--- src/rtl/alpaca_ospfb_utils_pkg.sv ---
// Shared types and constants for the OSPFB test/bring-up blocks.
// Holds the sample-source pattern enum, default sizes and the PRBS LFSR step.
package alpaca_ospfb_utils_pkg;

  typedef enum logic [1:0] {
    RAMP    = 2'd0,
    IMPULSE = 2'd1,
    CONST   = 2'd2,
    PRBS    = 2'd3
  } src_mode_t;

  typedef enum logic {
    S_IDLE = 1'b0,
    S_RUN  = 1'b1
  } src_state_t;

  localparam int          SRC_WIDTH     = 16;
  localparam int          SRC_FFT_LEN   = 64;
  localparam int          SRC_NFRM_WID  = 16;
  localparam logic [15:0] LFSR_SEED_DEF = 16'hACE1;

  // Right-shifting Galois form of x^16+x^14+x^13+x^11+1.
  localparam logic [15:0] LFSR_TAPS = 16'hB400;

  function automatic logic [15:0] lfsr16_next(input logic [15:0] s);
    return s[0] ? ((s >> 1) ^ LFSR_TAPS) : (s >> 1);
  endfunction

endpackage

--- src/rtl/ospfb_lfsr16.sv ---
// 16-bit Galois LFSR with synchronous load; load takes priority over advance.
module ospfb_lfsr16
  import alpaca_ospfb_utils_pkg::*;
#(
  parameter logic [15:0] RST_SEED = LFSR_SEED_DEF
) (
  input  logic        clk,
  input  logic        rstn,
  input  logic        en,
  input  logic        load,
  input  logic [15:0] seed,
  output logic [15:0] state
);

  // NOTE: sequential state uses non-blocking assignments so every register
  // samples pre-edge values regardless of process ordering.
  always_ff @(posedge clk) begin
    if (!rstn)     state <= RST_SEED;
    else if (load) state <= seed;
    else if (en)   state <= lfsr16_next(state);
  end

endmodule

--- src/rtl/ospfb_axis_sample_src.sv ---
// AXI4-Stream framed sample generator (ramp / impulse / constant / PRBS) feeding
// the OSPFB input. All outputs are registered and advance only on acceptance.
module ospfb_axis_sample_src
  import alpaca_ospfb_utils_pkg::*;
#(
  parameter int          WIDTH     = SRC_WIDTH,
  parameter int          FFT_LEN   = SRC_FFT_LEN,
  parameter int          NFRM_WID  = SRC_NFRM_WID,
  parameter logic [15:0] LFSR_SEED = LFSR_SEED_DEF,
  localparam int         IDX_W     = $clog2(FFT_LEN)
) (
  input  logic                clk,
  input  logic                rstn,
  input  logic                start,
  input  logic                stop,
  input  src_mode_t           mode,
  input  logic [WIDTH-1:0]    amp,
  input  logic [IDX_W-1:0]    imp_idx,
  input  logic [NFRM_WID-1:0] nframes,
  output logic [WIDTH-1:0]    m_axis_tdata,
  output logic                m_axis_tvalid,
  output logic                m_axis_tlast,
  input  logic                m_axis_tready,
  output logic                busy,
  output logic                done
);

  localparam logic [IDX_W-1:0] LAST_BEAT = IDX_W'(FFT_LEN - 1);

  src_state_t          state_q, state_d;
  src_mode_t           mode_q, mode_d;
  logic [WIDTH-1:0]    amp_q, amp_d;
  logic [IDX_W-1:0]    imp_idx_q, imp_idx_d;
  logic [NFRM_WID-1:0] nframes_q, nframes_d;
  logic [IDX_W-1:0]    beat_q, beat_d, beat_nxt;
  logic [NFRM_WID-1:0] frame_q, frame_d;
  logic [WIDTH-1:0]    ramp_q, ramp_d, ramp_nxt;
  logic                stop_pend_q, stop_pend_d;
  logic [WIDTH-1:0]    tdata_d;
  logic                tvalid_d, tlast_d, done_d;
  logic                lfsr_en, lfsr_load;
  logic [15:0]         lfsr_state;
  logic                accept, final_frame;

  ospfb_lfsr16 #(.RST_SEED(LFSR_SEED)) u_lfsr (
    .clk   (clk),
    .rstn  (rstn),
    .en    (lfsr_en),
    .load  (lfsr_load),
    .seed  (LFSR_SEED),
    .state (lfsr_state)
  );

  // Sample value for a given beat; the caller supplies next-beat counters so the
  // result can be registered straight into the output stage.
  function automatic logic [WIDTH-1:0] pattern(
    input src_mode_t        m,
    input logic [WIDTH-1:0] a,
    input logic [IDX_W-1:0] ii,
    input logic [IDX_W-1:0] b,
    input logic [WIDTH-1:0] r,
    input logic [15:0]      l
  );
    logic [WIDTH+15:0] ext;
    ext = {{WIDTH{1'b0}}, l};
    case (m)
      RAMP:    return r;
      IMPULSE: return (b == ii) ? a : '0;
      CONST:   return a;
      default: return ext[WIDTH-1:0];
    endcase
  endfunction

  assign accept      = m_axis_tvalid & m_axis_tready;
  assign final_frame = (nframes_q != '0) && (frame_q == nframes_q - NFRM_WID'(1));
  assign beat_nxt    = beat_q + IDX_W'(1);
  assign ramp_nxt    = ramp_q + WIDTH'(1);
  assign busy        = (state_q == S_RUN);

  // NOTE: every variable written here gets a default first, so no path can
  // leave one unassigned and infer a latch.
  always_comb begin
    state_d     = state_q;
    mode_d      = mode_q;
    amp_d       = amp_q;
    imp_idx_d   = imp_idx_q;
    nframes_d   = nframes_q;
    beat_d      = beat_q;
    frame_d     = frame_q;
    ramp_d      = ramp_q;
    stop_pend_d = stop_pend_q;
    tdata_d     = m_axis_tdata;
    tvalid_d    = m_axis_tvalid;
    tlast_d     = m_axis_tlast;
    done_d      = 1'b0;
    lfsr_en     = 1'b0;
    lfsr_load   = 1'b0;

    case (state_q)
      S_IDLE: begin
        if (start) begin
          state_d     = S_RUN;
          mode_d      = mode;
          amp_d       = amp;
          imp_idx_d   = imp_idx;
          nframes_d   = nframes;
          beat_d      = '0;
          frame_d     = '0;
          ramp_d      = '0;
          stop_pend_d = 1'b0;
          lfsr_load   = 1'b1;
          tvalid_d    = 1'b1;
          tlast_d     = 1'b0;
          tdata_d     = pattern(mode, amp, imp_idx, '0, '0, LFSR_SEED);
        end
      end
      default: begin
        if (stop) stop_pend_d = 1'b1;
        if (accept) begin
          lfsr_en = 1'b1;
          if (m_axis_tlast) frame_d = frame_q + NFRM_WID'(1);
          // A stop arriving with the last beat still ends the run there.
          if (m_axis_tlast && (stop_pend_q || stop || final_frame)) begin
            state_d     = S_IDLE;
            tvalid_d    = 1'b0;
            tlast_d     = 1'b0;
            done_d      = 1'b1;
            stop_pend_d = 1'b0;
          end else begin
            beat_d  = beat_nxt;
            ramp_d  = ramp_nxt;
            tlast_d = (beat_nxt == LAST_BEAT);
            tdata_d = pattern(mode_q, amp_q, imp_idx_q, beat_nxt, ramp_nxt,
                              lfsr16_next(lfsr_state));
          end
        end
      end
    endcase
  end

  always_ff @(posedge clk) begin
    if (!rstn) begin
      state_q       <= S_IDLE;
      mode_q        <= RAMP;
      amp_q         <= '0;
      imp_idx_q     <= '0;
      nframes_q     <= '0;
      beat_q        <= '0;
      frame_q       <= '0;
      ramp_q        <= '0;
      stop_pend_q   <= 1'b0;
      m_axis_tdata  <= '0;
      m_axis_tvalid <= 1'b0;
      m_axis_tlast  <= 1'b0;
      done          <= 1'b0;
    end else begin
      state_q       <= state_d;
      mode_q        <= mode_d;
      amp_q         <= amp_d;
      imp_idx_q     <= imp_idx_d;
      nframes_q     <= nframes_d;
      beat_q        <= beat_d;
      frame_q       <= frame_d;
      ramp_q        <= ramp_d;
      stop_pend_q   <= stop_pend_d;
      m_axis_tdata  <= tdata_d;
      m_axis_tvalid <= tvalid_d;
      m_axis_tlast  <= tlast_d;
      done          <= done_d;
    end
  end

endmodule

--- config.mk ---
export PLATFORM = sky130hd
export DESIGN_NAME = ospfb_axis_sample_src
export DESIGN_NICKNAME = d
export VERILOG_FILES = /design/src/rtl/alpaca_ospfb_utils_pkg.sv /design/src/rtl/ospfb_lfsr16.sv /design/src/rtl/ospfb_axis_sample_src.sv
export SDC_FILE = /design/constraint.sdc
export NUM_CORES = 1
export LEC_CHECK = 0
export ABC_AREA = 0
export CORE_AREA = 2 2 132 121
export CTS_CLUSTER_SIZE = 40
export DETAILED_ROUTE_END_ITERATION = 6
export DIE_AREA = 0 0 134 123
export HOLD_SLACK_MARGIN = 0.12
export PLACE_DENSITY = 0.62
export SYNTH_ARGS = -nofsm -noshare
export SYNTH_HDL_FRONTEND = slang
export SYNTH_SLANG_ARGS = --single-unit
--- constraint.sdc ---
create_clock -name clk -period 3.25 [get_ports clk]
set_clock_uncertainty 0.15 [all_clocks]
set_input_delay 0.65 -clock clk [delete_from_list [all_inputs] [get_ports clk]]
set_output_delay 0.65 -clock clk [all_outputs]
set_load 0.05 [all_outputs]
; Yosys cells after proc, flatten, opt, wreduce, memory -nomap -nowiden
; Cells that the tools add are included.
[word_totals]
latch_bits = 0
rom_bits = 0
elab_cells = 89
mem_bits_rw = 0
mem_count = 0
out_inout_bits = 20
input_bits = 45
register_bits = 115
[op_classes]
muxes = 40
n_bitwise = 4
n_div = 0
order_cmp = 0
mul = 0
n_addsub = 4
shifts = 0
n_eq_ne = 11
reduce_logical = 16
[ops]
columns = cell, n
row1 = $mux W16, 14
row2 = $pmux W16 S3, 2
row3 = $add A16 B1 Y16 const B, 2
row4 = $mux W6, 4
row5 = $mux W1, 20
row6 = $eq A16 B16 Y1, 1
row7 = $reduce_bool A16 Y1, 1
row8 = $sub A16 B1 Y16 const B, 1
row9 = $reduce_and A3 Y1, 4
row10 = $add A6 B1 Y6 const B, 1
row11 = $eq A6 B6 Y1, 1
row12 = $eq A6 B6 Y1 const B, 1
row13 = $logic_not A6 Y1, 1
row14 = $eq A2 B1 Y1 const B, 2
row15 = $eq A2 B2 Y1 const B, 2
row16 = $logic_not A2 Y1, 2
row17 = $ne A2 B1 Y1 const B, 2
row18 = $ne A2 B2 Y1 const B, 2
row19 = $not A3 Y4, 1
row20 = $reduce_and A2 Y1, 2
row21 = $logic_and A1 B1 Y1, 2
row22 = $logic_or A1 B1 Y1, 2
row23 = $not A1 Y1, 2
row24 = $reduce_bool A2 Y1, 1
row25 = 2 further kinds, 2

; Longest topological paths before layout
[logic_depth]
depth_word = 8
depth_mapped = 14
ltp_nobuf = 11

; Hierarchy
; From an unflattened synthesis, not the netlist that was laid out.
[hier_totals]
cells_unflattened = 778
hier_area_um2 = 6357.3
[modules_own_cells]
columns = module, area_each_um2, n_inst, seq_area_each_um2, cells_per_inst
row1 = ospfb_axis_sample_src, 5525.3, 1, 1981.9, 702
row2 = ospfb_lfsr16, 832.0, 1, 320.3, 76

; Worst setup path before layout
; Ideal clock, no wire load.
[synth_path]
kind = flip-flop to flip-flop
from = register nframes_q[2]
to = register m_axis_tdata[12]
path_stages_with_launch = 13
path_slack_ps = 354
setup_ps = 124
path_buffers = 3
period_less_slack_ps = 2896
required_time_ps = 2976
arrival_time_ps = 2622
cell_sequence = dfxtp_1 buf_6 nor4_4 nand2_4 or3_4 a32oi_1 o2111ai_1 o31ai_2 a21oi_1 buf_4 buf_2 o31ai_1 a21oi_1
[synth_between]
elab_chain_cells = 7
elab_cells_between_ends = 8
cone_classes = add/sub (1) / eq/ne (2) / reduce/logical (5)
[synth_lines]
columns = element, line
row1 = start: declaration, ospfb_axis_sample_src.sv:34  ; logic [NFRM_WID-1:0] nframes_q, nframes_d;
row2 = start signal: assignment, ospfb_axis_sample_src.sv:161  ; nframes_q <= nframes_d;
row3 = $sub A16 B1 Y16, ospfb_axis_sample_src.sv:75  ; assign final_frame = (nframes_q != '0) && (frame_q == nframes_q - NFRM_WID'(1));
row4 = $eq A16 B16 Y1, ospfb_axis_sample_src.sv:75
row5 = $logic_and A1 B1 Y1 *, ospfb_axis_sample_src.sv:75
row6 = $logic_or A1 B1 Y1 *, ospfb_axis_sample_src.sv:123  ; if (m_axis_tlast && (stop_pend_q || stop || final_frame)) begin
row7 = $logic_and A1 B1 Y1 *, ospfb_axis_sample_src.sv:123
row8 = $ne A2 B2 Y1 (no line) *, n/a
row9 = $reduce_and A3 Y1 (no line) *, n/a
row10 = end signal: assignment, ospfb_axis_sample_src.sv:166  ; m_axis_tdata <= tdata_d;
row11 = end: declaration, ospfb_axis_sample_src.sv:20  ; output logic [WIDTH-1:0] m_axis_tdata,
; Mark *: on every way between the ends. The rest lies on a longest branch, timed or not.
; A chain may end at the register's enable or synchronous reset.

; Worst setup path in the final report
[layout_path]
from = register nframes_q[1]
to = register ramp_q[5]
[layout_between]
elab_chain_cells = 7
elab_cells_between_ends = 8
cone_classes = add/sub (1) / eq/ne (2) / reduce/logical (5)
[layout_lines]
columns = element, line
row1 = $sub A16 B1 Y16, ospfb_axis_sample_src.sv:75
row2 = $eq A16 B16 Y1, ospfb_axis_sample_src.sv:75
row3 = $logic_and A1 B1 Y1 *, ospfb_axis_sample_src.sv:75
row4 = $logic_or A1 B1 Y1 *, ospfb_axis_sample_src.sv:123
row5 = $logic_and A1 B1 Y1 *, ospfb_axis_sample_src.sv:123
row6 = $ne A2 B2 Y1 (no line) *, n/a
row7 = $reduce_and A3 Y1 (no line) *, n/a
row8 = end signal: assignment, ospfb_axis_sample_src.sv:164  ; ramp_q <= ramp_d;
row9 = end: declaration, ospfb_axis_sample_src.sv:37  ; logic [WIDTH-1:0] ramp_q, ramp_d, ramp_nxt;
; Marks and branches as above.

==> flow_summary.yaml <==
synth:
  synth_flop_cell: "dfxtp_1"
  yosysTopAreaCell: "dfxtp_1"
  yosysWarnings: 0
  syn-num-nets: 809
  yosysTopAreaCellShare: 0.389
  synth_cell_types: 60
  syn_inst: 759
  synth_async_sr_flop_share: 0
  synth_edf_count: 0
  synth_most_common_cell: "nand2_1"
  ys_top_cells_by_count: "nand2_1 (147), dfxtp_1 (115), a21oi_1 (86), clkbuf_1 (41)"
  syn_area_sq_um: 5910
  synth-seq-area-share: 0.389
  synth_seq_cells: 115
  syn_avg_cell_area_sq_um: 7.79
  ys_top_cells_by_area: "dfxtp_1 (39%), nand2_1 (9.3%), a21oi_1 (7.3%)"
min_path:
  hold_start: "amp_q[2]"
  holdPathEnd: "amp_q[2]"
  hold_path_depth: 2
  hold_class: "flop to flop"
die:
  rows: 43
  floorplan.die_area_sq_um: 16500
  start_util: 0.391
  core_sq_um: 15100
  die_h_microns: 123
  die_w_microns: 134
  io_pins: 65
drt:
  wl_per_cell_microns: 18.1
  num_vias: 5884
  first_iter_violations: 618
  dr.pass1.iters: 5
  drc_errors: 0
  viasPerCell: 5.69
  detail-route-antenna-nets: 0
  wirelength_mm: 18.8
setup_path:
  r2r_cells: 9
  r2r_slack_ps: 30
  startpoint_type: "flop"
  r2r_start: "nframes_q[1]"
  r2r_end: "ramp_q[5]"
  critPathRequiredTime_ps: 3430
  cp_max_fo: 13
  endpoint_kind: "flop"
  cp.arrival_ps: 3400
  crit_type: "flop to flop"
clocking:
  clockBufferDepth: 2
  cts_max_level: 4
  clk_pin_slew_ps: 50
  clock_sinks: 115
  clk_latency_ps: 430
  cts_buffers: 17
  cts_tree: "built"
  root_buffer: "clkbuf_16"
timing:
  worst_slew_pin_slew_ps: 646
  fmax_mhz: 310
  post-route-min-period_ps: 3220
  finalHoldViolations: 0
  slew_headroom: 0.566
  setup_viol: 0
  setup_tns_ps: 0
  finalMaxSlewViolations: 0
  timing.final.crit_share: 0.992
finish:
  diodes: 0
  drive_gt1_frac: 0.125
  fillCellCount: 1422
  syn_to_final_growth_pct: 29.4
  stdcell_area_sq_um: 7650
  multiInputGateArea_sq_um: 3490
  regArea_sq_um: 2300
  nNetsFinal: 870
place:
  dp.final_hpwl_mm: 12.5
  gp_congestion: 0.903
  portBuffers: 64
  dpl_cell_area_sq_um: 6850
power_and_ir_drop:
  p_leak_nw: 2.70
  ir_worst_vdd_uv: 391
  total_power_mw: 3.90
  p_per_area_nw_per_um2: 509
grt:
  grt_overflow: 0
  grt_max_degree: 56
  grt_pass1_vias: 5636
  grt_antenna_before_repair: 0
  globalRouteTotalUtil: 0.228
  grt_pass1_wl_mm: 29.4
status:
  status: "complete, no violations"
job:
  max_cap_viol_count: 0
[area by class of cell]
class,count,share of cell area
timing repair buffer,100,0.130
inverter,12,0.00589
clock buffer,27,0.0683
clock inverter,4,0.00589
tap,202,0.0330
multi-input combinational,574,0.456
sequential,115,0.301
[placed cells by master, fill, tap and decap left out, types with 4 or more instances in the layout]
| master | netlist | layout |
|---|---|---|
| a22oi_1 | 4 | 4 |
| clkbuf_16 | 0 | 19 |
| nor2_1 | 40 | 40 |
| buf_4 | 1 | 31 |
| o21ai_0 | 34 | 34 |
| a22o_1 | 7 | 7 |
| inv_1 | 11 | 11 |
| a311oi_2 | 0 | 11 |
| clkbuf_8 | 0 | 6 |
| o31ai_1 | 10 | 7 |
| nor2b_1 | 5 | 4 |
| o21a_1 | 6 | 6 |
| clkbuf_1 | 41 | 4 |
| a21oi_1 | 86 | 85 |
| xnor2_1 | 33 | 33 |
| buf_12 | 0 | 4 |
| nand2_1 | 147 | 147 |
| nor3_1 | 25 | 22 |
| nand4_1 | 7 | 7 |
| or3_1 | 6 | 6 |
| a211oi_1 | 11 | 9 |
| xor2_1 | 25 | 25 |
| and3_1 | 9 | 9 |
| a221oi_1 | 4 | 4 |
| a311oi_1 | 19 | 8 |
| clkdlybuf4s50_1 | 0 | 63 |
| ha_1 | 5 | 5 |
| o211ai_1 | 4 | 4 |
| nand3_1 | 40 | 40 |
| dfxtp_1 | 115 | 114 |
[report_power, final]
group / leakage [nW] / switching, mW / internal, mW
logic: 1.48 / 0.343 / 0.239
registers: 0.937 / 0.0488 / 1.46
clock network: 0.283 / 0.638 / 1.16
[metal layers]
layer | up-vias | track usage | part of all wire
met5 | - | 0 | 0
met4 | 0 | 0.0904 | 0.030
met3 | 44 | 0.0508 | 0.063
met2 | 222 | 0.368 | 0.46
met1 | 2812 | 0.300 | 0.44
li1 | 2806 | - | -
[flip-flops by register name, indices dropped and copies added (netlist names), 2 cells and up]
| register | flops |
|---|---|
| amp_q | 16 |
| frame_q | 16 |
| m_axis_tdata | 16 |
| nframes_q | 16 |
| ramp_q | 16 |
| u_lfsr.state | 16 |
| beat_q | 6 |
| imp_idx_q | 6 |
| mode_q | 2 |
[metrics by stage]
step	setup slack (ps)	hold slack [ps]	cells	utilization
floorplan	354	286	759	-
global placement	112	292	999	0.453
detailed placement	4.26	299	999	0.453
CTS	56.8	306	1030	0.491
global route	-45.1	322	1034	0.506
finish	27.6	305	1034	0.506
[what timing repair did]
action,in CTS,in global routing
gates resized for setup,1,28
hold buffers,0,0
gates cloned,0,3
setup endpoints to repair,23,34
setup buffers,0,1
hold endpoints to repair,0,0
pin swaps,0,5
[worst max-delay path, stage by stage, from the launching register on]
cell and delay (ps):
dfxtp_1 350, or4_1 550, or4_4 440, a32oi_1 260, o2111ai_2 180, o31ai_4 370, a21o_4 210, buf_12 160
o31ai_1 130, a311oi_2 320
[cells by family after synthesis]
group / Yosys count / synth area share
AOI/OAI and AO/OA: 206 / 0.220
xor gates and xnor gates: 58 / 0.0859
adders and majority gates: 5 / 0.0106
buffers and inverters: 71 / 0.0535
DFF: 115 / 0.389
muxes: 2 / 0.00360
and+or+nand+nor: 302 / 0.237
[worst max path at each step]
stage	start	depth (start not counted)	endpoint	slack [ps]
floorplan	nframes_q[2]	12	m_axis_tdata[12]	350
global placement	nframes_q[0]	9	ramp_q[15]	110
detailed placement	nframes_q[0]	9	m_axis_tdata[0]	4
CTS	nframes_q[0]	9	m_axis_tdata[0]	60
global route	nframes_q[1]	9	ramp_q[5]	-50
finish	nframes_q[1]	9	ramp_q[5]	30
(Power assumes the default switching activity.)
==> patch 1 (same settings) <==
Add an input register stage for `mode`, without a reset; this delays it by one clock. The other inputs are not delayed to match.
--- a/src/rtl/ospfb_axis_sample_src.sv
+++ b/src/rtl/ospfb_axis_sample_src.sv
@@ -26,6 +26,12 @@
 );
 
   localparam logic [IDX_W-1:0] LAST_BEAT = IDX_W'(FFT_LEN - 1);
+
+  src_mode_t mode_r;
+
+  always_ff @(posedge clk) begin
+    mode_r <= mode;
+  end
 
   src_state_t          state_q, state_d;
   src_mode_t           mode_q, mode_d;
@@ -100,7 +106,7 @@
       S_IDLE: begin
         if (start) begin
           state_d     = S_RUN;
-          mode_d      = mode;
+          mode_d      = mode_r;
           amp_d       = amp;
           imp_idx_d   = imp_idx;
           nframes_d   = nframes;
@@ -111,7 +117,7 @@
           lfsr_load   = 1'b1;
           tvalid_d    = 1'b1;
           tlast_d     = 1'b0;
-          tdata_d     = pattern(mode, amp, imp_idx, '0, '0, LFSR_SEED);
+          tdata_d     = pattern(mode_r, amp, imp_idx, '0, '0, LFSR_SEED);
         end
       end
       default: begin
Function: changed (a bounded check fails within 4 cycles, from zero or initial values and one cycle with rstn low).
==> patch 1 against the original RTL <==
Via count rose by 2.7%; synthesized area rose by 5.8%; critical endpoint is now beat_q[4]; count of clock-buffer cells in the layout fell by 9; synthesized cell count rose by 4.6%; wire length rose by 0.14%; largest cell class unchanged; largest power group unchanged; power rose by 6.5%; sequential cell count rose by 2; cell area rose by 2.8%; worst setup slack improved by 130 ps.
==> patch 1: results (changes against the original RTL) <==
Setup slack at placement = 47.9 ps (+43.7 ps)
Hold path endpoint = amp_q[7]
Drt initial violations = 370 (-40%)
Period utilization = 95.2% (-3.9 points)
FF-to-FF End = beat_q[4]
Proportion of layout cells with a drive suffix above 1 = 11.7% (-0.78 points)
CP max-delay cell = nor3_1
Reg2reg setup slack = 160 ps (+130 ps)
Worst Reg-to-Reg Cells = 8 (-1)
Worst slew margin = 44.6% (-12 points)
Largest net degree at the start of global routing = 80 (+43%)
Most frequent cells after synthesis = nand2_1 (158), dfxtp_1 (117), a21oi_1 (87), nor2_1 (37)
Final WL = 18.8 mm (+0.14%)
Met3 wire len = 1.38 mm (+16%)
Arrival time worst endpoint = 3250 ps (-150 ps)
Status = finished clean
Synth area leaders = dfxtp_1 (37%), nand2_1 (9.5%), a21oi_1 (7.0%), xnor2_1 (4.6%), xor2_1 (3.5%)
Static leakage = 0.00286 µW (+5.8%)
Peak supply drop = 0.000383 V (-2.2%)
Layout Nets = 907 (+4.3%)
RD Place Congestion = 0.900 (-0.28%)
Fillers = 1403 (-1.3%)
Wire length on met2 = 8.50 mm (-1.9%)
Resized Gates After CTS = 0 (-1)
Sequential-to-total area share from yosys stat = 37.5% (-1.5 points)
Metal-1 WL = 8.44 mm (+1.2%)
Syn_area_per_cell = 7.88 µm² (+1.1%)
Synth unique cells = 66 (+10%)
Synthesized Nets = 844 (+4.3%)
Worst Hold Launch = amp_q[7]
patch 1: how the worst max path moves through the flow:
stage | from | to | slack, ps
6_report | nframes_q[5] | beat_q[4] | 160
5_1_grt | nframes_q[1] | ramp_q[10] | 20
4_1_cts | nframes_q[1] | beat_q[4] | 20
3_5_place_dp | nframes_q[1] | beat_q[4] | 50
3_3_place_gp | nframes_q[0] | ramp_q[7] | 160
2_1_floorplan | nframes_q[11] | ramp_q[10] | 330
patch 1: metal layers:
layer | up-vias | track usage [%]
met4 | 0 | 8.58
met5 | - | 0
met3 | 39 | 5.04
met2 | 212 | 37.8
li1 | 2954 | -
met1 | 2836 | 31.5
patch 1: layout make-up:
| type | instances | area [µm²] | area share [%] |
|---|---|---|---|
| well taps | 202 | 253 | 3.21 |
| clock inverters | 14 | 201 | 2.56 |
| clock buffers | 18 | 439 | 5.58 |
| repair buffers | 101 | 956 | 12.1 |
| flip-flops and latches | 117 | 2340 | 29.8 |
| multi-input cells | 609 | 3640 | 46.2 |
| inverters | 11 | 41.3 | 0.525 |
patch 1: cell families (layout without fill, tap and decap cells):
family          after synthesis  after routing  share of synthesized area, %
simple gates                337            337                          25.6
flops                       117            117                          37.5
compound gates              199            199                          21.2
xor+xnor                     59             59                          8.48
buf+inv                      68            144                          4.82
mux                           9              9                          1.50
fa+ha+maj                     5              5                          1.00
patch 1: power groups by stage:
| stage | clock (µW) | combinational (µW) | sequential, µW |
|---|---|---|---|
| detailed placement | 0 | 582 | 1560 |
| finish | 2030 | 590 | 1530 |
| CTS | 2060 | 587 | 1530 |
| floorplan | 0 | 309 | 1610 |
| global route | 2110 | 639 | 1540 |
| global placement | 0 | 575 | 1560 |
==> patch 2 (config.mk and constraints unchanged) <==
Made on the original files. Set the package constant `SRC_NFRM_WID` to 17 (it was 16).
--- a/src/rtl/alpaca_ospfb_utils_pkg.sv
+++ b/src/rtl/alpaca_ospfb_utils_pkg.sv
@@ -16,7 +16,7 @@
 
   localparam int          SRC_WIDTH     = 16;
   localparam int          SRC_FFT_LEN   = 64;
-  localparam int          SRC_NFRM_WID  = 16;
+  localparam int          SRC_NFRM_WID  = 17;
   localparam logic [15:0] LFSR_SEED_DEF = 16'hACE1;
 
   // Right-shifting Galois form of x^16+x^14+x^13+x^11+1.
Ports: changed (resized nframes); port bits go from 65 to 66. No check against the original RTL was run, so the function may have changed too.
==> patch 2 against the original RTL <==
The run now ends with negative setup slack left; sequential cell count rose by 2; worst setup slack got worse by 31 ps; non-clock buffer count rose by 17; via count rose by 5.6%; power rose by 2.4%; synthesized area rose by 4.2%; maximum frequency fell by 0.97%; wire length rose by 3.6%; cell count rose by 5.4%; cell area rose by 6.1%; critical path type unchanged; critical endpoint is now ramp_q[9].
==> patch 2: results (changes against the original RTL) <==
Proportion of layout cells with a drive suffix above 1 = 15.5% (+3.0 points)
Peak supply drop = 0.000413 V (+5.5%)
Buffers on Ports = 65 (+1.6%)
Seq Cell Count = 117 (+1.7%)
Worst slew margin = 50.6% (-5.9 points)
Family with the most delay on the worst path = simple AND/OR/NAND/NOR gates
Clock buffers = 22 (-19%)
Largest net degree at the start of global routing = 58 (+3.6%)
Metal-1 WL = 8.90 mm (+6.7%)
Most frequent cells after synthesis = nand2_1 (166), dfxtp_1 (117), a21oi_1 (67), nor2_1 (51), clkbuf_1 (41)
Met3 wire len = 1.43 mm (+20%)
Critical Path Max Stage Delay = 490 ps (-60 ps)
Status = finished, violations left
Layout Nets = 927 (+6.6%)
Inst Count DP = 1049 (+5.0%)
Final WL = 19.4 mm (+3.6%)
Synth unique cells = 65 (+8.3%)
Register Area = 2340 µm² (+1.8%)
Final setup viols = 2 (+2)
Post-DP HPWL = 13.7 mm (+9.1%)
Synth area leaders = dfxtp_1 (38%), nand2_1 (10%), a21oi_1 (5.4%), xnor2_1 (4.6%), nor2_1 (3.1%)
Worst Slack Setup Final = -3.86 ps (-31.5 ps)
Routed len/inst = 17.8 µm (-1.7%)
Synthesized Nets = 844 (+4.3%)
Met3 Use GR = 5.41% (+0.33 points)
Violated checks = negative setup slack
Number of warnings issued by yosys = 0 (unchanged)
Placed cell areas = 7180 µm² (+4.8%)
Signal buf overhead = 13.9% (+0.89 points)
Total number of vias = 6213 (+5.6%)
PD cells = 491 nW/µm² (-3.5%)
CP max-delay cell = or4b_4
Wire length on met2 = 8.80 mm (+1.7%)
Non-clk bufs = 117 (+17%)
Critical Path Fanout Max = 7 (-6)
Comb group = 621 µW (+6.7%)
Sequential-to-total area share from yosys stat = 38.0% (-0.92 points)
ClkCell Share = 7.10% (-0.32 points)
Post-Syn Instances = 793 (+4.5%)
First-pass GRT wire length = 30.0 mm (+2.1%)
RD Place Congestion = 0.883 (-2.2%)
Fillers = 1360 (-4.4%)
Static leakage = 0.00297 µW (+9.9%)
Footprint of the multi-input gates = 3780 µm² (+8.3%)
GRT Util Overall = 23.6% (+0.76 points)
Internal Power = 2920 µW (+1.9%)
#MultiIn Comb = 612 (+6.6%)
Drt pass-1 iters = 7 (+2)
Sequential power share = 38.4% (-0.4 points)
GRT met2 Usage = 35.9% (-0.90 points)
Vias in the first global route = 5711 (+1.3%)
Inverters = 11 (-1)
GRT met1 Usage = 33.1% (+3.1 points)
-- patch 2: cell count changes after synthesis, moves of 6 or more --
| cell | unedited run | this run |
|---|---|---|
| a221o_1 | 0 | 8 |
| a21oi_1 | 86 | 67 |
| a311oi_1 | 19 | 2 |
| o211ai_1 | 4 | 13 |
| nand2_1 | 147 | 166 |
| or2_2 | 1 | 9 |
| nor3_1 | 25 | 33 |
| nor2_1 | 40 | 51 |
| o31ai_1 | 10 | 3 |
| a211oi_2 | 0 | 6 |
-- patch 2: what timing repair did --
action | in CTS | in global routing
resized for setup | 10 | 40
setup endpoints to repair | 22 | 41
cloned | 2 | 1
hold buffers | 0 | 0
buffers inserted | 5 | 3
pin swaps | 8 | 19
-- patch 2: worst paths after layout --
path                      from   endpoint  slack, ps  cells past startpoint
setup / recovery  nframes_q[1]  ramp_q[9]         -4                     12
hold / removal        amp_q[0]   amp_q[0]        310                      2
setup reg to reg  nframes_q[1]  ramp_q[9]         -4                     12
hold reg to reg       amp_q[0]   amp_q[0]        310                      2
-- patch 2: cell families after synthesis --
family                     share of synthesized area [%]
AOI/OAI and AO/OA                                   19.3
xor gates and xnor gates                            7.90
adders and majority gates                           1.02
buffers and inverters                               4.55
DFF                                                 38.0
muxes                                               1.71
and+or+nand+nor                                     27.5
-- patch 2: metrics by stage --
stage	hold slack, ps	total power [µW]	TNS (ps)
detailed placement	303	2120	-333
finish	310	3990	-5.17
global route	324	4130	-1910
global placement	296	2110	0
floorplan	283	1890	0
CTS	312	3980	-1.58
-- patch 2: worst register-to-register path, stage by stage (launching register included) --
cell	delay, ps
dfxtp_2	320
inv_2	60
ha_4	130
or4b_4	490
or3_4	360
a2111oi_4	350
o211ai_1	190
nor4_4	230
buf_4	180
a21o_4	190
buf_12	140
nor3_1	60
a221o_1	290
